--- src/rtl/reaction_timer_if.sv ---
// ---------------------------------------------------------------------------
// reaction_timer_if
// Groups the user-facing signals of the reaction timer.
//   start   : single-cycle pulse that begins a trial (debounced, synchronous)
//   stop    : single-cycle pulse carrying the user response
//   led     : cue LED, high only while the timer is counting the reaction
//   react   : last reaction time in ms, held until the next result
//   valid   : one-cycle pulse whenever react is updated
//   early   : high while a false start is being reported
//   timeout : high from a timeout until the next accepted start
// master = stimulus / button side, slave = reaction_timer.
// ---------------------------------------------------------------------------
interface reaction_timer_if;
    logic        start;
    logic        stop;
    logic        led;
    logic [15:0] react;
    logic        valid;
    logic        early;
    logic        timeout;

    modport master (
        output start,
        output stop,
        input  led,
        input  react,
        input  valid,
        input  early,
        input  timeout
    );

    modport slave (
        input  start,
        input  stop,
        output led,
        output react,
        output valid,
        output early,
        output timeout
    );
endinterface

--- src/rtl/reaction_timer.sv ---
// ---------------------------------------------------------------------------
// reaction_timer
// Measures the user's reaction time in milliseconds. A start request arms a
// pseudo-random cue delay (MIN_DELAY_MS plus DELAY_BITS low LFSR bits); when
// it expires the cue LED lights and whole milliseconds are counted until
// stop. False starts (stop before the cue) and timeouts (MAX_MS reached) are
// flagged. The last result is held on react for the display path.
// Ports:
//   clk : system clock
//   rst : asynchronous active-high reset
//   bus : reaction_timer_if.slave (start/stop in; led/react/valid/early/
//         timeout out, all registered)
// ---------------------------------------------------------------------------
module reaction_timer #(
    parameter int TICK_DIV     = 100000,
    parameter int MIN_DELAY_MS = 1000,
    parameter int DELAY_BITS   = 10,
    parameter int MAX_MS       = 9999
) (
    input  logic               clk,
    input  logic               rst,
    reaction_timer_if.slave    bus
);

    localparam int              PSC_W     = (TICK_DIV > 1) ? $clog2(TICK_DIV) : 1;
    localparam logic [PSC_W-1:0] PSC_LAST = PSC_W'(TICK_DIV - 1);
    localparam logic [PSC_W-1:0] PSC_ONE  = PSC_W'(1);
    localparam logic [PSC_W-1:0] PSC_ZERO = PSC_W'(0);
    localparam logic [15:0]     MIN_DELAY = 16'(MIN_DELAY_MS);
    localparam logic [15:0]     MAX_COUNT = 16'(MAX_MS);
    localparam logic [15:0]     LFSR_SEED = 16'hACE1;

    typedef enum logic [2:0] {
        IDLE  = 3'd0,
        WAIT  = 3'd1,
        GO    = 3'd2,
        DONE  = 3'd3,
        EARLY = 3'd4
    } state_t;

    // Fibonacci LFSR, polynomial x^16 + x^14 + x^13 + x^11 + 1 (maximal
    // length, so a non-zero seed never reaches the all-zero lock-up state).
    function automatic logic [15:0] lfsr_next(input logic [15:0] value);
        return {value[14:0], value[15] ^ value[13] ^ value[12] ^ value[10]};
    endfunction

    // Cue delay in ms drawn from the low LFSR bits.
    function automatic logic [15:0] cue_delay(input logic [15:0] value);
        return MIN_DELAY + 16'(value[DELAY_BITS-1:0]);
    endfunction

    state_t            state_r,   state_s;
    logic [15:0]       lfsr_r;
    logic [PSC_W-1:0]  psc_r,     psc_s;
    logic [15:0]       delay_r,   delay_s;
    logic [15:0]       cnt_r,     cnt_s;
    logic [15:0]       react_r,   react_s;
    logic              led_r,     led_s;
    logic              valid_r,   valid_s;
    logic              early_r,   early_s;
    logic              timeout_r, timeout_s;
    logic              tick_s;

    assign tick_s = (psc_r == PSC_LAST);

    // Next-state and next-output logic for the trial sequencer.
    always_comb begin
        state_s   = state_r;
        delay_s   = delay_r;
        cnt_s     = cnt_r;
        react_s   = react_r;
        valid_s   = 1'b0;
        timeout_s = timeout_r;
        if (tick_s) begin
            psc_s = PSC_ZERO;
        end else begin
            psc_s = psc_r + PSC_ONE;
        end

        case (state_r)
            IDLE: begin
                // start wins over a coincident stop; stop alone is ignored
                if (bus.start) begin
                    state_s   = WAIT;
                    delay_s   = cue_delay(lfsr_r);
                    psc_s     = PSC_ZERO;
                    timeout_s = 1'b0;
                end else begin
                    state_s = IDLE;
                end
            end
            WAIT: begin
                // stop outranks start and any tick; start is ignored here
                if (bus.stop) begin
                    state_s = EARLY;
                end else if (tick_s) begin
                    if (delay_r <= 16'd1) begin
                        state_s = GO;
                        delay_s = 16'd0;
                        cnt_s   = 16'd0;
                        psc_s   = PSC_ZERO;
                    end else begin
                        delay_s = delay_r - 16'd1;
                    end
                end else begin
                    state_s = WAIT;
                end
            end
            GO: begin
                // stop records the count before any same-cycle increment
                if (bus.stop) begin
                    state_s = DONE;
                    react_s = cnt_r;
                    valid_s = 1'b1;
                end else if (tick_s) begin
                    if (cnt_r >= (MAX_COUNT - 16'd1)) begin
                        state_s   = DONE;
                        react_s   = MAX_COUNT;
                        valid_s   = 1'b1;
                        timeout_s = 1'b1;
                    end else begin
                        cnt_s = cnt_r + 16'd1;
                    end
                end else begin
                    state_s = GO;
                end
            end
            DONE, EARLY: begin
                if (bus.start) begin
                    state_s   = WAIT;
                    delay_s   = cue_delay(lfsr_r);
                    psc_s     = PSC_ZERO;
                    timeout_s = 1'b0;
                end else begin
                    state_s = state_r;
                end
            end
            default: begin
                state_s = IDLE;
            end
        endcase

        // led and early follow the next state so they are registered
        // together with it.
        led_s   = (state_s == GO);
        early_s = (state_s == EARLY);
    end

    // State, counters and registered outputs.
    always_ff @(posedge clk or posedge rst) begin
        if (rst) begin
            state_r   <= IDLE;
            lfsr_r    <= LFSR_SEED;
            psc_r     <= PSC_ZERO;
            delay_r   <= 16'd0;
            cnt_r     <= 16'd0;
            react_r   <= 16'd0;
            led_r     <= 1'b0;
            valid_r   <= 1'b0;
            early_r   <= 1'b0;
            timeout_r <= 1'b0;
        end else begin
            state_r   <= state_s;
            lfsr_r    <= lfsr_next(lfsr_r);
            psc_r     <= psc_s;
            delay_r   <= delay_s;
            cnt_r     <= cnt_s;
            react_r   <= react_s;
            led_r     <= led_s;
            valid_r   <= valid_s;
            early_r   <= early_s;
            timeout_r <= timeout_s;
        end
    end

    assign bus.led     = led_r;
    assign bus.react   = react_r;
    assign bus.valid   = valid_r;
    assign bus.early   = early_r;
    assign bus.timeout = timeout_r;

endmodule
--- src/flat_wrapper.sv ---
// flat-port wrapper written by rule: the top's interface ports become plain ports
module reaction_timer_flat 
#(
    parameter int TICK_DIV     = 100000,
    parameter int MIN_DELAY_MS = 1000,
    parameter int DELAY_BITS   = 10,
    parameter int MAX_MS       = 9999
)
  (clk, rst, bus_start, bus_stop, bus_led, bus_react, bus_valid, bus_early, bus_timeout);
  reaction_timer_if bus_i ();
  input  logic clk;
  input  logic rst;
  input wire logic [$bits(bus_i.start)-1:0] bus_start;
  input wire logic [$bits(bus_i.stop)-1:0] bus_stop;
  output wire logic [$bits(bus_i.led)-1:0] bus_led;
  output wire logic [$bits(bus_i.react)-1:0] bus_react;
  output wire logic [$bits(bus_i.valid)-1:0] bus_valid;
  output wire logic [$bits(bus_i.early)-1:0] bus_early;
  output wire logic [$bits(bus_i.timeout)-1:0] bus_timeout;
  assign bus_i.start = bus_start;
  assign bus_i.stop = bus_stop;
  assign bus_led = bus_i.led;
  assign bus_react = bus_i.react;
  assign bus_valid = bus_i.valid;
  assign bus_early = bus_i.early;
  assign bus_timeout = bus_i.timeout;
  reaction_timer #(.TICK_DIV(TICK_DIV), .MIN_DELAY_MS(MIN_DELAY_MS), .DELAY_BITS(DELAY_BITS), .MAX_MS(MAX_MS)) u_core (.clk(clk), .rst(rst), .bus(bus_i));
endmodule
--- config.mk ---
export PLATFORM = sky130hd
export DESIGN_NAME = reaction_timer_flat
export DESIGN_NICKNAME = d
export VERILOG_FILES = /design/src/rtl/reaction_timer_if.sv /design/src/rtl/reaction_timer.sv /design/src/flat_wrapper.sv
export SDC_FILE = /design/constraint.sdc
export NUM_CORES = 1
export LEC_CHECK = 0
export ABC_AREA = 0
export CAP_MARGIN = 15
export CORE_MARGIN = 4
export CORE_UTILIZATION = 37
export DETAILED_ROUTE_END_ITERATION = 10
export PLACE_DENSITY_LB_ADDON = 0.2
export SKIP_CTS_REPAIR_TIMING = 1
export SYNTH_ARGS = -nofsm -noshare
export SYNTH_HDL_FRONTEND = slang
export SYNTH_SLANG_ARGS = --single-unit
export TNS_END_PERCENT = 50
--- constraint.sdc ---
create_clock -name clk -period 4.84 [get_ports clk]
set_input_delay 0.726 -clock clk [delete_from_list [all_inputs] [get_ports clk]]
set_output_delay 0.726 -clock clk [all_outputs]
set_load 0.1 [all_outputs]
; Word-level counts from Yosys, hierarchy flattened
; Cells that the tools add are included.
[totals]
ff_bits = 88
inputBits = 4
output_inout_bits = 20
wordCells = 85
[op_classes]
n_addsub = 4
order_cmp = 2
eq_ne = 15
muxes = 39
bitwise_logic = 3
n_reduce_logical = 12
[op_table]
columns = operator, n
row1 = $mux W16, 13
row2 = $mux W17, 5
row3 = $pmux W16 S2, 2
row4 = $pmux W17 S2, 1
row5 = $mux W3, 7
row6 = $add A17 B1 Y17 const B, 1
row7 = $eq A17 B17 Y1 const B, 1
row8 = $add A16 B1 Y16 const B, 1
row9 = $ge A16 B14 Y1 const B, 1
row10 = $le A16 B1 Y1 const B, 1
row11 = $sub A16 B1 Y16 const B, 1
row12 = $pmux W3 S4, 1
row13 = $add A10 B10 Y11 const A, 1
row14 = $ne A2 B1 Y1 const B, 5
row15 = $reduce_bool A2 Y1, 5
row16 = $eq A3 B2 Y1 const B, 3
row17 = $mux W1, 9
row18 = $reduce_and A7 Y1, 1
row19 = $eq A3 B3 Y1 const B, 2
row20 = $ne A2 B2 Y1 const B, 3
row21 = $reduce_and A5 Y1, 1
row22 = $reduce_and A4 Y1, 1
row23 = $eq A3 B1 Y1 const B, 1
row24 = $logic_not A3 Y1, 1
row25 = other kinds (5), 7

; Depth between registers and ports, before layout
[logic_depth]
word_depth = 6
mapped_depth = 10

; Least setup slack after synthesis
; OpenSTA, ideal clock, no wires.
[synth_timing]
path_kind = register -> register
from = register u_core.psc_r[0]
to = register u_core.delay_r[4]
setup_time_ns = 0.121
arrival_time_ns = 2.179
path_slack_ns = 2.540
path_stages_with_launch = 10
period_less_slack_ns = 2.300
path_cell_list = dfrtp_1 -> ha_1 -> and4_1 -> clkbuf_1 -> nand4_1 -> clkbuf_1 -> o31ai_1 -> clkbuf_1 -> o21ai_0 -> a22o_1
[synth_via]
elab_chain_cells = 3
[synth_rtl]
columns = item, line_no
row1 = "start, declared", reaction_timer.sv:54  ; logic [PSC_W-1:0] psc_r, psc_s;
row2 = "start signal, assigned", reaction_timer.sv:165  ; psc_r <= psc_s;
row3 = $eq A17 B17 Y1, reaction_timer.sv:64  ; assign tick_s = (psc_r == PSC_LAST);
row4 = $ne A2 B1 Y1 (no line), -
row5 = $reduce_and A4 Y1 (no line), -
row6 = "end signal, assigned", reaction_timer.sv:166  ; delay_r <= delay_s;
row7 = "end, declared", reaction_timer.sv:55  ; logic [15:0] delay_r, delay_s;
; No other way between the ends.
; A chain may end at the register's enable or synchronous reset.

; Worst setup path in the final report
[layout_timing]
from = register u_core.psc_r[0]
to = register u_core.cnt_r[11]
[layout_via]
elab_chain_cells = 3
word_cells_on_any_way = 4
classes_between = eq/ne: 3 / reduce/logical: 1
[layout_rtl]
columns = item, line_no
row1 = $eq A17 B17 Y1 *, reaction_timer.sv:64
row2 = $ne A2 B1 Y1 (no line), -
row3 = $reduce_and A7 Y1 (no line) *, -
row4 = "end signal, assigned", reaction_timer.sv:167  ; cnt_r <= cnt_s;
row5 = "end, declared", reaction_timer.sv:56  ; logic [15:0] cnt_r, cnt_s;
; Every way passes the cells marked *; elsewhere a longest branch is shown, timed or not.

==> results.rst <==
.. list-table::
   :header-rows: 1

   * - Metric
     - Value
   * - Result of the run
     - finished, final reports clean
   * - Largest stage delay on the critical path
     - about 0.55 ns
   * - Flip-flop cell with the highest count after synthesis
     - sky130_fd_sc_hd__dfrtp_1
   * - Final worst-path cycle share
     - 0.598
   * - Number of buffers added on ports
     - 23
   * - Number of flops mapped to enable cells by yosys
     - 0
   * - Total number of nets in the final design
     - 458
   * - Starting DRC count in detailed routing
     - 221
   * - Overall via count from detail_route
     - 3189
   * - Area share of fa/ha/maj cells after synthesis
     - 0.0178
   * - Final Max Tran Viols
     - 0
   * - Max Cap Violations
     - 0
   * - Crit-path slowest cell
     - sky130_fd_sc_hd__or4_1
   * - Clock tree from TritonCTS
     - yes
   * - Post-Route Setup TNS
     - 0 ns
   * - Final-layout worst hold slack
     - 0.353 ns
   * - Main combinational cell family by area after synthesis
     - simple AND/OR/NAND/NOR gates
   * - Post-Place Cell Area
     - 4580 um2
   * - Fin. Hold Viols
     - 0
   * - Die X-Extent
     - 115 um
   * - VDD IR max
     - 0.239 mV
   * - Post-DR wirelength/cell
     - between 15 and 20 um
   * - Clock input transition at the sequential cells of the worst setup and hold paths
     - 0.06 ns
   * - Relative area change from synthesis to final layout
     - 16.4%
   * - Number of buffers and inverters on the critical path
     - 0
   * - Start of the worst register-to-register path
     - u_core.psc_r[0]
   * - Placeable core region
     - 11000 um2
   * - Worst Hold Depth
     - 0
   * - Kind of end point of the critical path
     - register
   * - Final setup viols
     - 0
   * - Synthesized net count
     - 440
   * - Share of the synthesized area in compound gates (AO/OA/AOI/OAI)
     - 0.159
   * - Share of final-layout standard cells stronger than drive strength 1
     - 0.0817
   * - Post-placement cell count
     - 577
   * - Gpl congestion
     - 0.743
   * - Area of all placed cells without fillers
     - 4910 um2
   * - Wire length of the first global-routing pass
     - 16.1 mm
   * - Simple-gate area share of the yosys netlist
     - 0.223
   * - Sequence of cells on the critical path
     - ha_1, and4_1, nand4_1, nor2_1, o211ai_4, or4_1, nand2_1
   * - GRT Overall Usage
     - 0.152
   * - Clock buffer count from CTS
     - 9
   * - Initial cell density of the core
     - 0.384
   * - Number of antenna violations at the first check in global routing
     - 0
   * - Non-filler cells in the finished layout
     - 593
   * - Area share of xor/xnor cells in the synthesized design
     - 0.0456
   * - Yosys cell types
     - 57
   * - Most frequent standard cell in the layout excluding fill and tap cells
     - sky130_fd_sc_hd__dfrtp_1
   * - Family of cells with the greatest summed delay on the critical path
     - simple AND/OR/NAND/NOR gates
   * - I/O pin cnt
     - 24
   * - Worst-case headroom to the max-slew limit
     - 0.344
   * - Antenna Nets Post-Route
     - 0
   * - Highest-count cells in the layout ignoring fill and taps
     - 80 x sky130_fd_sc_hd__dfrtp_1, 50 x sky130_fd_sc_hd__nand2_1, 41 x sky130_fd_sc_hd__nor2_1
   * - Clock root buffer master
     - sky130_fd_sc_hd__clkbuf_16
   * - Number of inserted diodes
     - 0
   * - Average via count per standard cell
     - 5.38
   * - Kind of critical path
     - register to register
   * - Worst Max-Slew Pin Slew
     - approximately 0.98 ns
   * - Router iterations before antenna repair
     - 4
   * - Part of the Yosys area used for sequential elements
     - 0.524
   * - Average cell area after synthesis
     - between 9 and 10 um2
   * - #FFs+latches synth
     - 88
   * - Power density over the cells
     - 389 nW/um2
   * - Global-route congestion overflow total
     - 0
   * - Sort of element at the start of the critical path
     - register
   * - Clock sinks
     - 88
   * - CP Data Required Time
     - between 5 and 6 ns
   * - Endpoint, Worst Hold
     - u_core.lfsr_r[15]
   * - Count of synthesis-stage warnings from yosys
     - 0
   * - Arrival time at the worst endpoint
     - ~3.2 ns
   * - Worst clock skew on the final layout
     - 0.00865 ns
   * - Multiplexer fraction of the synthesized cell area
     - 0.00237
   * - Async set-or-reset flop fraction in the synthesized netlist
     - 1.00
   * - Core occupancy in the finished layout
     - 0.447
   * - Slack of the worst reg-to-reg path
     - 1.95 ns
   * - Leak pwr
     - about 0.0020 uW
   * - Highest attainable clock frequency
     - ~0.35 GHz
   * - Type of the tightest min-delay check
     - register to register
   * - Die Y
     - 115 um
   * - Worst-case clock buffer depth
     - 2
   * - Wire length reported by the detailed router
     - just over 9 mm
   * - Vias in the first global route
     - 3234
   * - Instance count of the mapped netlist
     - 430
   * - Die Outline Area
     - 13200 um2
   * - Number of standard-cell rows in the floorplan
     - 38
   * - Largest fanout on the critical path
     - 17
   * - Pin count of the biggest net entering global routing
     - 58
   * - DRC viols
     - 0
   * - Worst Hold Launch
     - u_core.lfsr_r[14]
   * - Clock network latency to the later pin of the worst-skew pair
     - 0.34 ns
   * - RSZ-0062 raised after global routing
     - false
   * - CTS H-Tree Depth
     - 3
   * - Worst r2r path cells
     - 7
   * - Endpoint of the worst-slack reg-to-reg timing path
     - u_core.cnt_r[11]
   * - Final min period
     - 2.89 ns
   * - Post-synthesis instance area
     - approximately 4200 um2
   * - Total half-perimeter wirelength after legalization and detailed placement
     - ~6.2 mm
worst max-delay path by stage:
stage / start / to / slack, ns / depth (start not counted)
detailed placement: bus_stop / u_core.bus.react[1] / 1.62 / 5
global placement: bus_stop / u_core.bus.react[2] / 1.67 / 5
global route: u_core.psc_r[0] / u_core.cnt_r[10] / 1.63 / 7
finish: u_core.psc_r[0] / u_core.cnt_r[11] / 1.95 / 7
floorplan: rst / u_core.bus.early / 1.85 / 1
CTS: u_core.psc_r[0] / u_core.cnt_r[11] / 1.94 / 7
synth_stat cells, drive strengths merged (8+ instances only):
library cell,count,share of area
dfrtp,80,0.47
xnor2,12,0.025
nor3,9,0.011
dfstp,8,0.050
o22a,8,0.017
nand2,50,0.044
nor4,12,0.023
nand3,19,0.023
clkbuf,15,0.013
nor2,41,0.036
a21oi,13,0.015
o21ai,41,0.049
inv,11,0.0098
o211ai,9,0.019
xor2,10,0.021
a22o,8,0.017
cells by family after synthesis:
kind of cell    after synthesis
simple gates                179
compound gates              103
flops                        88
buf+inv                      31
xor+xnor                     22
fa+ha+maj                     6
mux                           1
power breakdown:
| part | total, uW | switching [uW] | internal, uW |
|---|---|---|---|
| combinational | 279 | 177 | 102 |
| clock | 763 | 282 | 481 |
| sequential | 872 | 77.4 | 794 |
flip-flops by register name (all words and copies together) (netlist names):
register	flops
u_core.state_r	3
u_core.cnt_r	16
u_core.bus.early	1
u_core.psc_r	17
u_core.lfsr_r	16
u_core.delay_r	16
u_core.bus.valid	1
u_core.bus.timeout	1
u_core.bus.led	1
u_core.bus.react	16
metrics by stage:
stage | setup WS [ns] | total power [uW]
after detailed placement | 1.62 | 1160
after global placement | 1.67 | 1150
final | 1.95 | 1910
after global routing | 1.63 | 2020
after floorplan | 1.85 | 1080
after CTS | 1.94 | 1940
routing by layer:
layer | up-vias | global-route usage | part of all wire
met5 | - | 0 | 0
met4 | 0 | 0.0516 | 0.012
met3 | 10 | 0.0316 | 0.045
met2 | 62 | 0.228 | 0.45
met1 | 1537 | 0.218 | 0.50
li1 | 1580 | - | -
layout make-up:
class,count,area (um2)
multi-input combinational,311,1900
sequential,88,2210
clock inverter,4,76.3
tap,140,175
fill,1038,6070
clock buffer,12,256
timing repair buffer,26,253
inverter,12,46.3
Power figures use the tool's default switching activity.
==> variant 1: new RTL, config.mk and constraints unchanged <==
Reset style: synchronous (`rst`), changed in one clocked block. Comments in the files are not updated.
--- a/src/rtl/reaction_timer.sv
+++ b/src/rtl/reaction_timer.sv
@@ -148,5 +148,5 @@
 
     // State, counters and registered outputs.
-    always_ff @(posedge clk or posedge rst) begin
+    always_ff @(posedge clk) begin
         if (rst) begin
             state_r   <= IDLE;
Behaviour: differs if rst is asserted again (counterexample within 4 cycles, from zero or initial values and one cycle with rst high); with rst held inactive, the same outputs for 10 cycles.
==> variant 1 against the unedited design <==
Total power shrank 25%. Critical endpoint is now u_core.delay_r[7]$_SDFFE_PP0P_. Non-clock buffer count fell by 2. Combinational power is 47% lower. Cell area fell by 9.0%. Sequential power fell by 13%. Worst setup slack better by 0.0029 ns. Sequential cell count did not move. Critical path type unchanged. Area after synthesis fell by 6.3%. Clock power fell by 31%. Routed wire length decreased by 2.6%. Largest cell class is now multi-input combinational cells. Count of clock-buffer cells in the layout stayed put.
==> variant 1: results (changes against the unedited design) <==
share of cells above drive strength 1 -> 6.60% (-1.6 points)
ys async rst share -> 0% (-100 points)
post-DP HPWL -> 6.10 mm (-1.6%)
final wirelength -> 9.04 mm (-2.6%)
run status -> completed
post-synth top area cell -> dfxtp_1
multiplexer share of the synthesized area -> 0% (-0.24 points)
Clock Root Buffer -> clkbuf_8
Pre-antenna DRT Iters -> 5 (+1)
Layout Nets -> 490 (+7.0%)
Top delay family on crit path -> compound AO/OA/AOI/OAI gates
vias in the first global route -> 3129 (-3.2%)
critical path fanouts, max -> 15 (-2)
Worst Path Arrival -> 3.11 ns (-0.06 ns)
Clk Latency, worst-skew pair -> 0.36 ns (+0.02 ns)
Mean Syn Cell Area -> 8.47 um^2 (-14%)
worst clock skew -> 0.0117 ns (+0.00304 ns)
Net Sw Power -> 0.373 mW (-30%)
CP max stage cell -> o31ai_2
adder-cell share of the synthesized area -> 1.90% (+0.12 points)
top cells by count, synth -> 88 x dfxtp_1, 81 x nor2_1, 28 x a21oi_1
Leak -> 1.51 nW (-25%)
Compound-Gate Fraction of Synth Area -> 15.3% (-0.64 points)
Unique masters post-synth -> 55 (-3.5%)
Post-DP Area -> 4270 um^2 (-6.9%)
placed insts -> 605 (+4.9%)
## variant 1: power groups by stage
stage          registers [mW]  logic (mW)  clock network [mW]
6_report                0.763       0.148               0.528
5_1_grt                 0.766       0.170               0.577
4_1_cts                 0.762       0.148               0.546
3_5_place_dp            0.779       0.147                   0
3_3_place_gp            0.779       0.145                   0
2_1_floorplan           0.777       0.117                   0
## variant 1: through the flow
step           hold WS [ns]  worst slack, ns
2_1_floorplan         0.389             2.66
3_3_place_gp          0.391             1.74
3_5_place_dp          0.400             1.68
4_1_cts               0.418             1.97
5_1_grt               0.429             1.58
6_report              0.414             1.95
## variant 1: layer usage
layer	vias up	track usage [%]	part of all wire (%)
met5	-	0	0
met1	1567	22.0	52
li1	1689	-	-
met4	0	4.38	1.2
met3	10	4.02	4.7
met2	82	22.4	42
## variant 1: worst paths after layout
check | cells after the start | end | slack, ns
worst max register to register | 6 | u_core.delay_r[7]$_SDFFE_PP0P_ | 1.95
worst min register to register | 1 | u_core.lfsr_r[15]$_SDFF_PP1_ | 0.41
worst max-delay path | 6 | u_core.delay_r[7]$_SDFFE_PP0P_ | 1.95
worst min-delay path | 1 | u_core.lfsr_r[15]$_SDFF_PP1_ | 0.41
## variant 1: cells by family (layout without fill, tap and decap cells)
group,count (synthesis),in the layout
simple gates,218,218
compound gates,96,96
flops,88,88
buf+inv,31,49
xor+xnor,28,28
fa+ha+maj,6,6
## variant 1: final cells by class
class | count | share of cell area (%)
timing repair buffer | 24 | 5.20
multi-input combinational | 348 | 46.2
clock inverter | 4 | 1.17
inverter | 9 | 0.755
clock buffer | 12 | 3.47
sequential | 88 | 39.4
tap | 136 | 3.80
==> variant 2: new RTL, same settings <==
Without the edit above. `DELAY_BITS` is set to 10 in 2 places; all go to 5.
--- a/src/rtl/reaction_timer.sv
+++ b/src/rtl/reaction_timer.sv
@@ -15,5 +15,5 @@
     parameter int TICK_DIV     = 100000,
     parameter int MIN_DELAY_MS = 1000,
-    parameter int DELAY_BITS   = 10,
+    parameter int DELAY_BITS   = 5,
     parameter int MAX_MS       = 9999
 ) (
--- a/src/flat_wrapper.sv
+++ b/src/flat_wrapper.sv
@@ -4,5 +4,5 @@
     parameter int TICK_DIV     = 100000,
     parameter int MIN_DELAY_MS = 1000,
-    parameter int DELAY_BITS   = 10,
+    parameter int DELAY_BITS   = 5,
     parameter int MAX_MS       = 9999
 )
Formal check against the unedited RTL: same outputs for any inputs over 10 cycles, from zero or initial values and one cycle with rst high; that may be too few to reach the edited logic, so the function may still have changed.
==> variant 2 against the unedited design <==
First-iteration DRC count fell by 14%. Total power fell by 7.1%. Hold slack gained 0.0057 ns. Routed wire length shrank 7.7%. Sequential cell count stayed put. Cell area fell by 5.0%. Clock power is 20% lower. Final cell count fell by 2.7%. Clock skew grew 0.0037 ns. Via count down 0.82%. Synthesized cell count shrank 4.2%. Area after synthesis decreased by 3.5%. Worst setup slack worse by 0.017 ns. Highest routed layer unchanged.
==> variant 2: results (changes against the unedited design) <==
aggregate global-route resource usage -> 14.1% (-1.1 points)
Fin Hold WS -> 0.358 ns (+0.00572 ns)
fillers -> 1000 (-3.7%)
Unique masters post-synth -> 52 (-8.8%)
peak supply drop -> 0.146 mV (-39%)
Leak -> 1.96 nW (-2.1%)
Layout Nets -> 442 (-3.5%)
non-clk buf share -> 5.25% (+0.11 points)
top cells by count, synth -> 80 x dfrtp_1, 47 x nor2_1, 44 x nand2_1
Place WS -> 1.60 ns (-0.0207 ns)
r2r setup slk -> 1.93 ns (-0.02 ns)
RR Startpoint -> u_core.state_r[1]$_DFF_PP0_
worst setup path endpoint -> u_core.bus.react[2]$_DFFE_PP0P_
clock-cell share of area -> 5.09% (-1.7 points)
fraction of area in multi-input gates -> 37.8% (-0.80 points)
vias per inst -> 5.48 (+1.9%)
#MultiIn Comb -> 299 (-3.9%)
clock network power -> 0.608 mW (-20%)
Hold Crit Start -> u_core.lfsr_r[9]$_DFF_PP0_
GP Congestion -> 0.800 (+7.7%)
critical path fanouts, max -> 17 (unchanged)
Repair and plain buffers -> 25 (-3.8%)
Mapped Cells -> 412 (-4.2%)
Seq. pwr -> 0.865 mW (-0.8%)
clock buffer count -> 11 (-1)
synth top area cells -> dfrtp_1 49%, dfstp_2 5.2%, nor2_1 4.3%
Iter 0 DRT Violations -> 189 (-14%)
hold endpoint -> u_core.lfsr_r[10]$_DFF_PP1_
Top delay family on crit path -> compound AO/OA/AOI/OAI gates
pin count of the biggest net entering global routing -> 47 (-19%)
Post-DP Area -> 4430 um^2 (-3.3%)
placed insts -> 561 (-2.8%)
Die X -> 113 um (-1.6%)
worst clock skew -> 0.0123 ns (+0.00369 ns)
register share of the cell area -> 47.4% (+2.4 points)
vias -> 3163 (-0.82%)
Critical Path Max Stage Delay -> 0.53 ns (-0.02 ns)
final worst path period share -> 60.2% (+0.36 points)
Worst Tran Pin Value -> 1.18 ns (+0.200 ns)
Finished Core Util -> 43.3% (-1.5 points)
CP max stage cell -> dfrtp_1
clk slew on worst S/H paths -> 0.08 ns (+0.02 ns)
run status -> completed
Clock Root Buffer -> clkbuf_8
#FFs+latches synth -> 88 (unchanged)
global-route wire length before repair -> 14.7 mm (-8.5%)
Signal inverters -> 9 (-3)
post-DP HPWL -> 5.78 mm (-6.8%)
Clk Latency, worst-skew pair -> 0.36 ns (+0.02 ns)
final wirelength -> 8.56 mm (-7.7%)
register area share after synthesis -> 54.3% (+1.9 points)
Worst Path Arrival -> 3.15 ns (-0.02 ns)
variant 2: cell types whose count changed in the layout (fill, tap and decap cells not counted), sizes merged, moves of 6 or more:
cell,unedited run,this run
nand2,50,44
or3,7,0
o211ai,9,2
xnor2,12,6
nor2,41,47
nor4,12,6
nand3,19,33
nand4,4,12
variant 2: metal layers:
| metal | routed length [um] | vias up | GRT usage (%) | part of all wire (%) |
|---|---|---|---|---|
| li1 | - | 1536 | - | - |
| met1 | 4320 | 1548 | 20.3 | 51 |
| met2 | 3730 | 62 | 20.8 | 44 |
| met3 | 314 | 17 | 2.46 | 3.7 |
| met4 | 190 | 0 | 6.09 | 2.2 |
| met5 | 0 | - | 0 | 0 |
variant 2: kinds of logic after synthesis:
family	Yosys count	share of synthesized area (%)
and+or+nand+nor	181	22.2
AOI/OAI and AO/OA	94	15.4
adders and majority gates	6	1.84
DFF	88	54.3
xor gates and xnor gates	18	3.87
buffers and inverters	25	2.46
